### config.mk
export PLATFORM = sky130hd
export DESIGN_NAME = fifo_read_unpacker
export DESIGN_NICKNAME = d
export VERILOG_FILES = /design/src/rtl/fifo_read_unpacker.sv
export SDC_FILE = /design/constraint.sdc
export NUM_CORES = 1
export LEC_CHECK = 0
export BUFFER_PORTS_ARGS = -buffer_cell sky130_fd_sc_hd__buf_2
export CAP_MARGIN = 20
export CORE_ASPECT_RATIO = 1.1
export CORE_MARGIN = 3
export CORE_UTILIZATION = 49
export DETAILED_ROUTE_END_ITERATION = 8
export GPL_ROUTABILITY_DRIVEN = 0
export PLACE_DENSITY = 0.81
export SYNTH_ARGS = -nofsm -noshare
export SYNTH_HDL_FRONTEND = slang
export SYNTH_SLANG_ARGS = --single-unit
### constraint.sdc
create_clock -name RCLK -period 2.6 [get_ports RCLK]
set_input_delay 0.39 -clock RCLK [delete_from_list [all_inputs] [get_ports RCLK]]
set_output_delay 0.39 -clock RCLK [all_outputs]
set_load 0.05 [all_outputs]
### src/rtl/fifo_read_unpacker.sv
`default_nettype none
// ============================================================================
// Module      : fifo_read_unpacker
// Description : Pops whole words from a show-ahead async FIFO read port and
//               serialises each into OWIDTH-wide beats on a valid/ready stream.
// Revision    : 1.0 - initial release
// ============================================================================
module fifo_read_unpacker #(
    parameter int DWIDTH = 160,
    parameter int OWIDTH = 32,
    parameter int CWIDTH = 16
) (
    input  logic              RCLK,
    input  logic              RRST_n,
    input  logic [DWIDTH-1:0] RDATA,
    input  logic              REMPTY,
    output logic              RINC,
    input  logic              EN,
    output logic [OWIDTH-1:0] ODATA,
    output logic              OVALID,
    input  logic              OREADY,
    output logic              OLAST,
    output logic [CWIDTH-1:0] WORD_CNT
);

    localparam int            BEATS    = DWIDTH / OWIDTH;
    localparam int            IW       = (BEATS > 1) ? $clog2(BEATS) : 1;
    localparam logic [IW-1:0] LAST_IDX = IW'(BEATS - 1);

    typedef enum logic [0:0] {
        ST_IDLE = 1'b0,
        ST_SEND = 1'b1
    } state_t;

    state_t              r_state;
    logic [DWIDTH-1:0]   r_buf;
    logic [IW-1:0]       r_idx;

    logic                w_accept;
    logic                w_load;
    logic [IW-1:0]       w_idx_nxt;
    logic [OWIDTH-1:0]   w_beat_nxt;

    // A new word may be taken while idle, or in the same cycle the final beat
    // of the current word is accepted, giving one beat per cycle sustained.
    assign w_accept  = OVALID & OREADY;
    assign w_load    = EN & ~REMPTY & ((r_state == ST_IDLE) | (w_accept & OLAST));
    assign RINC      = w_load & RRST_n;
    assign w_idx_nxt = r_idx + IW'(1);

    always_comb begin
        w_beat_nxt = '0;
        for (int b = 0; b < BEATS; b++) begin
            if (w_idx_nxt == IW'(b)) begin
                w_beat_nxt = r_buf[b*OWIDTH +: OWIDTH];
            end
        end
    end

    always_ff @(posedge RCLK or negedge RRST_n) begin
        if (!RRST_n) begin
            r_state  <= ST_IDLE;
            r_buf    <= '0;
            r_idx    <= '0;
            ODATA    <= '0;
            OVALID   <= 1'b0;
            OLAST    <= 1'b0;
            WORD_CNT <= '0;
        end else if (w_load) begin
            r_state  <= ST_SEND;
            r_buf    <= RDATA;
            r_idx    <= '0;
            ODATA    <= RDATA[OWIDTH-1:0];
            OVALID   <= 1'b1;
            OLAST    <= (BEATS == 1);
            WORD_CNT <= WORD_CNT + CWIDTH'(1);
        end else if (w_accept) begin
            if (OLAST) begin
                r_state <= ST_IDLE;
                OVALID  <= 1'b0;
                OLAST   <= 1'b0;
            end else begin
                r_idx <= w_idx_nxt;
                ODATA <= w_beat_nxt;
                OLAST <= (w_idx_nxt == LAST_IDX);
            end
        end
    end

endmodule
`default_nettype wire

# Word level (Yosys, flattened, before mapping)
# Index checks and enable logic that the tools add are counted.
[classes]
n_addsub = 2
eq_ne = 5
muxes = 17
n_bitwise = 8
n_reduce_logical = 5
[ops]
columns = ["cell", "count"]
rows = [
  ["2-to-1 mux 32 bit", 8],
  ["adder 16 x 1 -> 16 bit (second input constant)", 1],
  ["2-to-1 mux 3 bit", 3],
  ["equality test 3 x 2 -> 1 bit (second input constant)", 2],
  ["2-to-1 mux 1 bit", 6],
  ["bitwise AND 1 bit", 5],
  ["AND reduction 2 bit", 2],
  ["nonzero test 2 bit", 2],
  ["adder 3 x 1 -> 3 bit (second input constant)", 1],
  ["equality test 3 x 1 -> 1 bit (second input constant)", 1],
  ["equality test 3 bit (second input constant)", 1],
  ["zero test 3 bit", 1],
  ["inequality test 2 x 1 -> 1 bit (second input constant)", 1],
  ["inverter 1 bit", 2],
  ["OR 1 bit", 1],
]
[totals]
reg_bits = 213
in_bits = 165
output_inout_bits = 51

# Longest topological paths before layout
# Gate-level depths: netlist of the first run.
[depth]
ltp_word = 10
mapped_depth = 9
ltp_nobuf = 6

# Worst setup path after synthesis of the first run
# Ideal clock, no wire load.
[synth_path]
path_type = "register -> output"
startpoint = "register r_state"
endpoint = "output RINC"
arrival_ns = 1.849
slack_ns = 0.361
path_stages_with_launch = 5
n_path_buf = 1
cell_sequence = "dfrtp_1 -> a21boi_2 -> nor2_2 -> clkbuf_1 -> and2_1"
[synth_via]
elab_chain_len = 5
elab_cells_between_ends = 6
[synth_lines]
columns = ["item", "line_no", "text"]
rows = [
  ["from (decl)", "35", "state_t r_state;"],
  ["from (signal assigned)", "62", "r_state <= ST_IDLE;"],
  ["from (signal assigned)", "70", "r_state <= ST_SEND;"],
  ["from (signal assigned)", "79", "r_state <= ST_IDLE;"],
  ["bitwise AND 1 bit (2 in a row)", "n/a", ""],
  ["OR 1 bit *", "47", "assign w_load = EN & ~REMPTY & ((r_state == ST_IDLE) | (w_accept & OLAST));"],
  ["bitwise AND 1 bit *", "47", ""],
  ["bitwise AND 1 bit *", "48", "assign RINC = w_load & RRST_n;"],
  ["to (decl)", "17", "output logic RINC,"],
]
# Every way passes the cells marked *; elsewhere a longest branch is shown, timed or not.

# Worst setup path in the final report of the first run
[layout_path]
startpoint = "register r_idx[0]"
endpoint = "register ODATA[0]"
[layout_via]
elab_chain_len = 10
elab_cells_between_ends = 14
[layout_lines]
columns = ["item", "line_no", "text"]
rows = [
  ["from (decl)", "37", "logic [IW-1:0] r_idx;"],
  ["from (signal assigned)", "83", "r_idx <= w_idx_nxt;"],
  ["adder 3 x 1 -> 3 bit *", "49", "assign w_idx_nxt = r_idx + IW'(1);"],
  ["zero test 3 bit", "54", "if (w_idx_nxt == IW'(b)) begin"],
  ["2-to-1 mux 32 bit (4 in a row)", "54", ""],
  ["2-to-1 mux 32 bit *", "54", ""],
  ["2-to-1 mux 32 bit *", "78", "if (OLAST) begin"],
  ["2-to-1 mux 32 bit *", "77", "end else if (w_accept) begin"],
  ["2-to-1 mux 32 bit *", "69", "end else if (w_load) begin"],
  ["to (signal assigned)", "73", "ODATA <= RDATA[OWIDTH-1:0];"],
  ["to (signal assigned)", "84", "ODATA <= w_beat_nxt;"],
  ["to (decl)", "19", "output logic [OWIDTH-1:0] ODATA,"],
]
# Every way passes the cells marked *; elsewhere a longest branch is shown, timed or not. The select of a mux whose other input is x is not followed.
# A chain may end at the register's enable or synchronous reset.

==> results of run 1 <==
==> synth_stat cells, drive strengths merged, types with 2 or more instances <==
cell type and instances:
nand4 3, a22oi 32, nand4bb 10, a2111oi 24
o21ai 64, or4 2, nand2 523, and2 2
nand3 4, nor3 35, clkbuf 32, nand3b 24
a221oi 8, inv 6, or2b 2, a221o 8
or4bb 14, a211oi 24, ha 6, xor2 8
buf 53, nor2b 33, xnor2 8, nor2 8
dfrtp 213
==> final cells by class <==
cell class / instances / area, um^2 / area share [%]
repair buffers: 238 / 1333 / 10.90
multi-input cells: 852 / 4507 / 36.87
clock inverters: 4 / 48.80 / 0.3992
diodes: 1 / 2.502 / 0.02047
inverters: 6 / 22.52 / 0.1843
clock buffers: 36 / 664.4 / 5.436
flip-flops and latches: 213 / 5330 / 43.61
well taps: 252 / 315.3 / 2.580
==> worst max path at each step <==
stage	startpoint	endpoint	slack (ns)
after floorplan	r_state	RINC	0.36
after global placement	r_idx[1]	ODATA[1]	0.15
after detailed placement	r_idx[1]	ODATA[1]	-0.004
after CTS	r_idx[0]	ODATA[1]	0.02
after global routing	r_idx[0]	ODATA[1]	0.03
final	r_idx[0]	ODATA[0]	0.07
==> stage by stage <==
step,setup slack [ns],hold WS [ns]
floorplan,0.3612,0.09441
global placement,0.1518,0.4528
detailed placement,-0.003958,0.4597
CTS,0.02153,0.05262
global route,0.03137,0.05924
finish,0.06674,0.06273
==> sequential cells by signal, indices dropped and copies added (netlist names) <==
signal and flops:
WORD_CNT 16, r_state 1, r_idx 3, r_buf 160, OLAST 1, ODATA 32
==> kinds of logic after synthesis <==
family                     count (synthesis)  share of synthesized area [%]
and+or+nand+nor                          664                          29.01
DFF                                      213                          52.24
AOI/OAI and AO/OA                        164                          12.37
buffers and inverters                     91                          4.096
xor gates and xnor gates                  16                          1.447
adders and majority gates                  6                         0.7357
muxes                                      1                        0.09810
==> worst min-delay path: stages <==
cell     delay (ns)
buf_2          0.07
nand2_1        0.04
nand2_1        0.04
==> layer usage <==
layer	vias to the layer above	wire, um	part of all wire [%]	GRT usage (%)
li1	4215	-	-	-
met1	4381	11090	37	31.34
met2	417	15840	52	47.61
met3	89	2026	6.7	3.586
met4	0	1393	4.6	10.99
met5	-	0	0	0
==> what timing repair did <==
item                                   CTS  global route
setup endpoints to repair                1             2
gates resized for setup                  1             1
endpoints found under the hold margin    0             0
gates cloned                             0             1
pin swaps                                0             2
==> where the power goes <==
group	total, mW	internal [mW]	switching (mW)	leakage [nW]
sequential	5.74	4.65	1.09	2.71
combinational	5.92	2.17	3.75	3.11
clock	3.15	1.85	1.30	0.349
==> impl_metrics.json, run 1 <==
{
  "avgSynthCellArea_um2": 8.834,
  "tightest_slew_ns": 1.158,
  "dieHeight_um": 157.3,
  "ir_drop_v": 0.0007676,
  "cp_cell_sequence": "ha_1, xor2_4, buf_4, a211oi_1, a2111oi_0, o21ai_0",
  "synth.top_cell.area_share_pct": 52.24,
  "antenna_found_initial": 1,
  "ys_warn_count": 0,
  "postRouteAntennaNets": 0,
  "die_w_um": 143.6,
  "slowest_stage": "a2111oi_0",
  "path_clk_slew_ns": 0.06,
  "dr.first_iter.drc_count": 693,
  "fillerInstances": 1722,
  "grt_pass1_wl_um": 46850,
  "track_usage_pct": 26.31,
  "reg2reg_slack_ns": 0.07,
  "via_count": 9102,
  "critPathTopFamily": "compound AO/OA/AOI/OAI gates",
  "status": "finished, final reports clean",
  "syn-instance-count": 1155,
  "hp-class": "input port to register",
  "reg2reg_from": "r_idx[0]",
  "min_to": "r_buf[137]",
  "syn-cell-area_mm2": 0.01020,
  "root_buffer": "clkbuf_16",
  "grt_pass1_vias": 8903,
  "tns_ns": 0,
  "synth_area_leader_cell": "dfrtp_1",
  "grt_overflow_total": 0,
  "fin_skew_ns": 0.01200,
  "wl_um": 30350,
  "setup_viol": 0,
  "post-dp-hpwl_um": 21110,
  "layout_commonest_cell": "nand2_1",
  "rsz0062_at_grt": "false",
  "slew_headroom_pct": 22.75,
  "cp-end-kind": "register",
  "wl_per_cell_um": 18.94,
  "r2r_end": "ODATA[0]",
  "ys.flop_type": "dfrtp_1",
  "post_cts_buffers": 0,
  "hold_buffers": 0,
  "crit_required_ns": 2.97,
  "first_pass_iters": 5,
  "path_class": "register to register",
  "die_area_mm2": 0.02259,
  "viasPerCell": 5.682,
  "stdcell_area_mm2": 0.01222,
  "critPathBufInv": 1,
  "fmax_mhz": 394.7,
  "final_layout_size_suffix_gt1_share_pct": 22.61,
  "worstSkewPairLatency_ns": 0.51,
  "final_cell_mix": "nand2_1, buf_2, dfrtp_1",
  "cts_buffers": 23,
  "cpPeakStageDelay_ns": 0.65,
  "drv_slew": 0,
  "hold_violations": 0,
  "fin_util_pct": 60.71,
  "period_share_pct": 97.43,
  "syn_to_final_growth_pct": 19.79,
  "place_area_mm2": 0.01149,
  "layout.nets": 1505,
  "place_inst": 1560,
  "grt_max_degree": 158,
  "synth-seq-area-share_pct": 52.24,
  "power_density_mw_per_mm2": 1211,
  "initial_core_util_pct": 50.68,
  "h-tree-depth": 1,
  "drcViolationCount": 0,
  "yosys_register_bits": 213,
  "port_buffers": 215,
  "min_period_ns": 2.533,
  "critPathArrivalTime_ns": 2.90,
  "hold_path_startpoint": "RDATA[137]",
  "ff2ff_path_depth": 6,
  "hold_depth": 3,
  "io_pins": 216,
  "cts_tree": "yes",
  "drv_cap": 0,
  "cp.depth": 6,
  "ys_async_sr_fraction_pct": 100.0,
  "cts_sinks": 213,
  "row_count": 54,
  "critPathLaunchType": "register",
  "ys_types": 45,
  "synth_edf_count": 0,
  "syn_nets": 1326,
  "p_leak_nw": 6.172,
  "finalPower_mw": 14.80,
  "ys_top_cells_by_area": "dfrtp_1, nand2_1, a2111oi_2",
  "instances_no_fill": 1602,
  "crit_fanout": 16,
  "coreArea_mm2": 0.02013,
  "clock_path_buffers": 3
}
No activity file was read; power rests on OpenSTA's default activity.
==> run 2, diff against run 1 <==
- CTS_BUF_LIST: default -> sky130_fd_sc_hd__clkbuf_2 sky130_fd_sc_hd__clkbuf_4 sky130_fd_sc_hd__clkbuf_8
- RECOVER_POWER: default -> 50
==> impl_metrics.json, run 2 (same netlist as run 1, synthesis figures left out) <==
{
  "layout_commonest_cell": "nand2_1",
  "clkPwrFrac_pct": 22.6,
  "p_leak_nw": 6.181,
  "p_int_mw": 8.792,
  "violations": "max-capacitance violations, max-slew violations",
  "die_w_um": 143.6,
  "dieHeight_um": 157.3,
  "hold_violations": 0,
  "cts_tree": "yes",
  "instances_no_fill": 1628,
  "critPathArrivalTime_ns": 2.88,
  "grt_pass1_wl_um": 46890,
  "hold_depth": 3,
  "port_buffers": 215,
  "min_to": "r_buf[133]",
  "top_register": "r_buf",
  "layout.nets": 1519,
  "setup_viol": 0,
  "crit_required_ns": 2.99,
  "r2r_end": "ODATA[0]",
  "slew_headroom_pct": -41.83,
  "antenna_found_initial": 1,
  "wl_per_cell_um": 18.57,
  "first_pass_iters": 5,
  "post-dp-hpwl_um": 21110,
  "path_clk_slew_ns": 0.06,
  "tns_ns": 0,
  "period_share_pct": 95.52,
  "h-tree-depth": 2,
  "postRouteAntennaNets": 0,
  "fin_util_pct": 60.97,
  "die_area_mm2": 0.02259,
  "dr.first_iter.drc_count": 750,
  "cts_buffers": 37,
  "drcViolationCount": 0,
  "p_sw_share_pct": 41.27,
  "cp-end-kind": "register",
  "crit_fanout": 16,
  "power_density_mw_per_mm2": 1219,
  "post_cts_buffers": 0,
  "via_count": 9186,
  "ff2ff_path_depth": 6,
  "grt_overflow_total": 0,
  "syn_to_final_growth_pct": 20.32,
  "rsz0062_at_grt": "false",
  "viasPerCell": 5.643,
  "clock_path_buffers": 3,
  "ctsResizeCount": 0,
  "worstSkewPairLatency_ns": 0.53,
  "hold_path_startpoint": "RDATA[133]",
  "root_buffer": "clkbuf_8",
  "io_pins": 216,
  "fin_skew_ns": 0.02177,
  "largest_register_ffs": 160,
  "tightest_slew_ns": 2.128,
  "reg2reg_from": "r_idx[0]",
  "wl_um": 30240,
  "ir_drop_v": 0.0006597,
  "drv_slew": 158,
  "netSwitchingPower_mw": 6.178,
  "reg.largest.list": "r_buf x160, ODATA x32, WORD_CNT x16",
  "drv_cap": 1,
  "status": "finished with violations",
  "initial_core_util_pct": 50.68,
  "grt_pass1_vias": 9020,
  "place_inst": 1560,
  "coreArea_mm2": 0.02013,
  "reg2reg_slack_ns": 0.12,
  "critPathLaunchType": "register",
  "crit_start": "r_idx[0]",
  "grt_max_degree": 158,
  "hold_buffers": 0,
  "min_period_ns": 2.483,
  "fmax_mhz": 402.7,
  "pwr-share-comb_pct": 39.1,
  "track_usage_pct": 26.48,
  "hold_slack_ns": 0.04476,
  "final_cell_mix": "nand2_1, dfrtp_1, buf_2",
  "cts_sinks": 213,
  "row_count": 54,
  "power_frac_seq_pct": 38.3,
  "final_layout_size_suffix_gt1_share_pct": 23.20,
  "hp-class": "input port to register",
  "path_class": "register to register"
}
==> run 2: cell count changes in the layout (fill, tap and decap cells not counted), sizes merged <==
cell / before / now
clkbuf: 37 / 79
buf: 237 / 217
clkinv: 2 / 5
bufinv: 1 / 2
clkinvlp: 0 / 1
inv: 7 / 6
==> run 2: how the worst max path moves through the flow <==
| stage | end | slack, ns | cells past startpoint |
|---|---|---|---|
| after CTS | ODATA[1] | 0.004 | 6 |
| after global placement | ODATA[1] | 0.15 | 6 |
| final | ODATA[0] | 0.12 | 6 |
| after global routing | ODATA[1] | 0.02 | 6 |
| after detailed placement | ODATA[1] | -0.004 | 6 |
| after floorplan | RINC | 0.36 | 4 |
==> run 2: critical path, stage by stage (launching register included) <==
cell	delay, ns
dfrtp_1	0.47
ha_1	0.30
xor2_4	0.43
buf_4	0.30
a211oi_1	0.08
a2111oi_0	0.61
o21ai_0	0.15
==> run 2: metrics by stage <==
| stage | instance area [um^2] | total power, mW | setup slack, ns |
|---|---|---|---|
| finish | 12280 | 14.97 | 0.1166 |
| global route | 12280 | 15.91 | 0.02474 |
| CTS | 12320 | 14.99 | 0.003795 |
| detailed placement | 11490 | 11.58 | -0.003958 |
| global placement | 11490 | 11.37 | 0.1518 |
| floorplan | 10200 | 9.715 | 0.3612 |
==> run 2: layer usage <==
metal	track usage (%)	share of wire (%)	up-vias
met5	0	0	-
met1	30.96	36	4417
met2	46.78	52	429
met4	12.78	4.7	0
li1	-	-	4245
met3	4.892	7.3	95
==> run 2: cell type report <==
type	instances	area (um^2)
diodes	1	2.502
clock buffers	58	735.7
clock inverters	8	92.59
fillers	1728	7858
inverters	6	22.52
multi-input cells	852	4494
flip-flops and latches	213	5330
well taps	252	315.3
repair buffers	238	1284
==> run 2: power by group through the flow <==
| stage | clock, mW | combinational, mW | sequential, mW |
|---|---|---|---|
| floorplan | 0 | 3.79 | 5.92 |
| global placement | 0 | 5.65 | 5.72 |
| detailed placement | 0 | 5.84 | 5.74 |
| CTS | 3.43 | 5.86 | 5.70 |
| global route | 3.61 | 6.47 | 5.83 |
| finish | 3.38 | 5.85 | 5.74 |
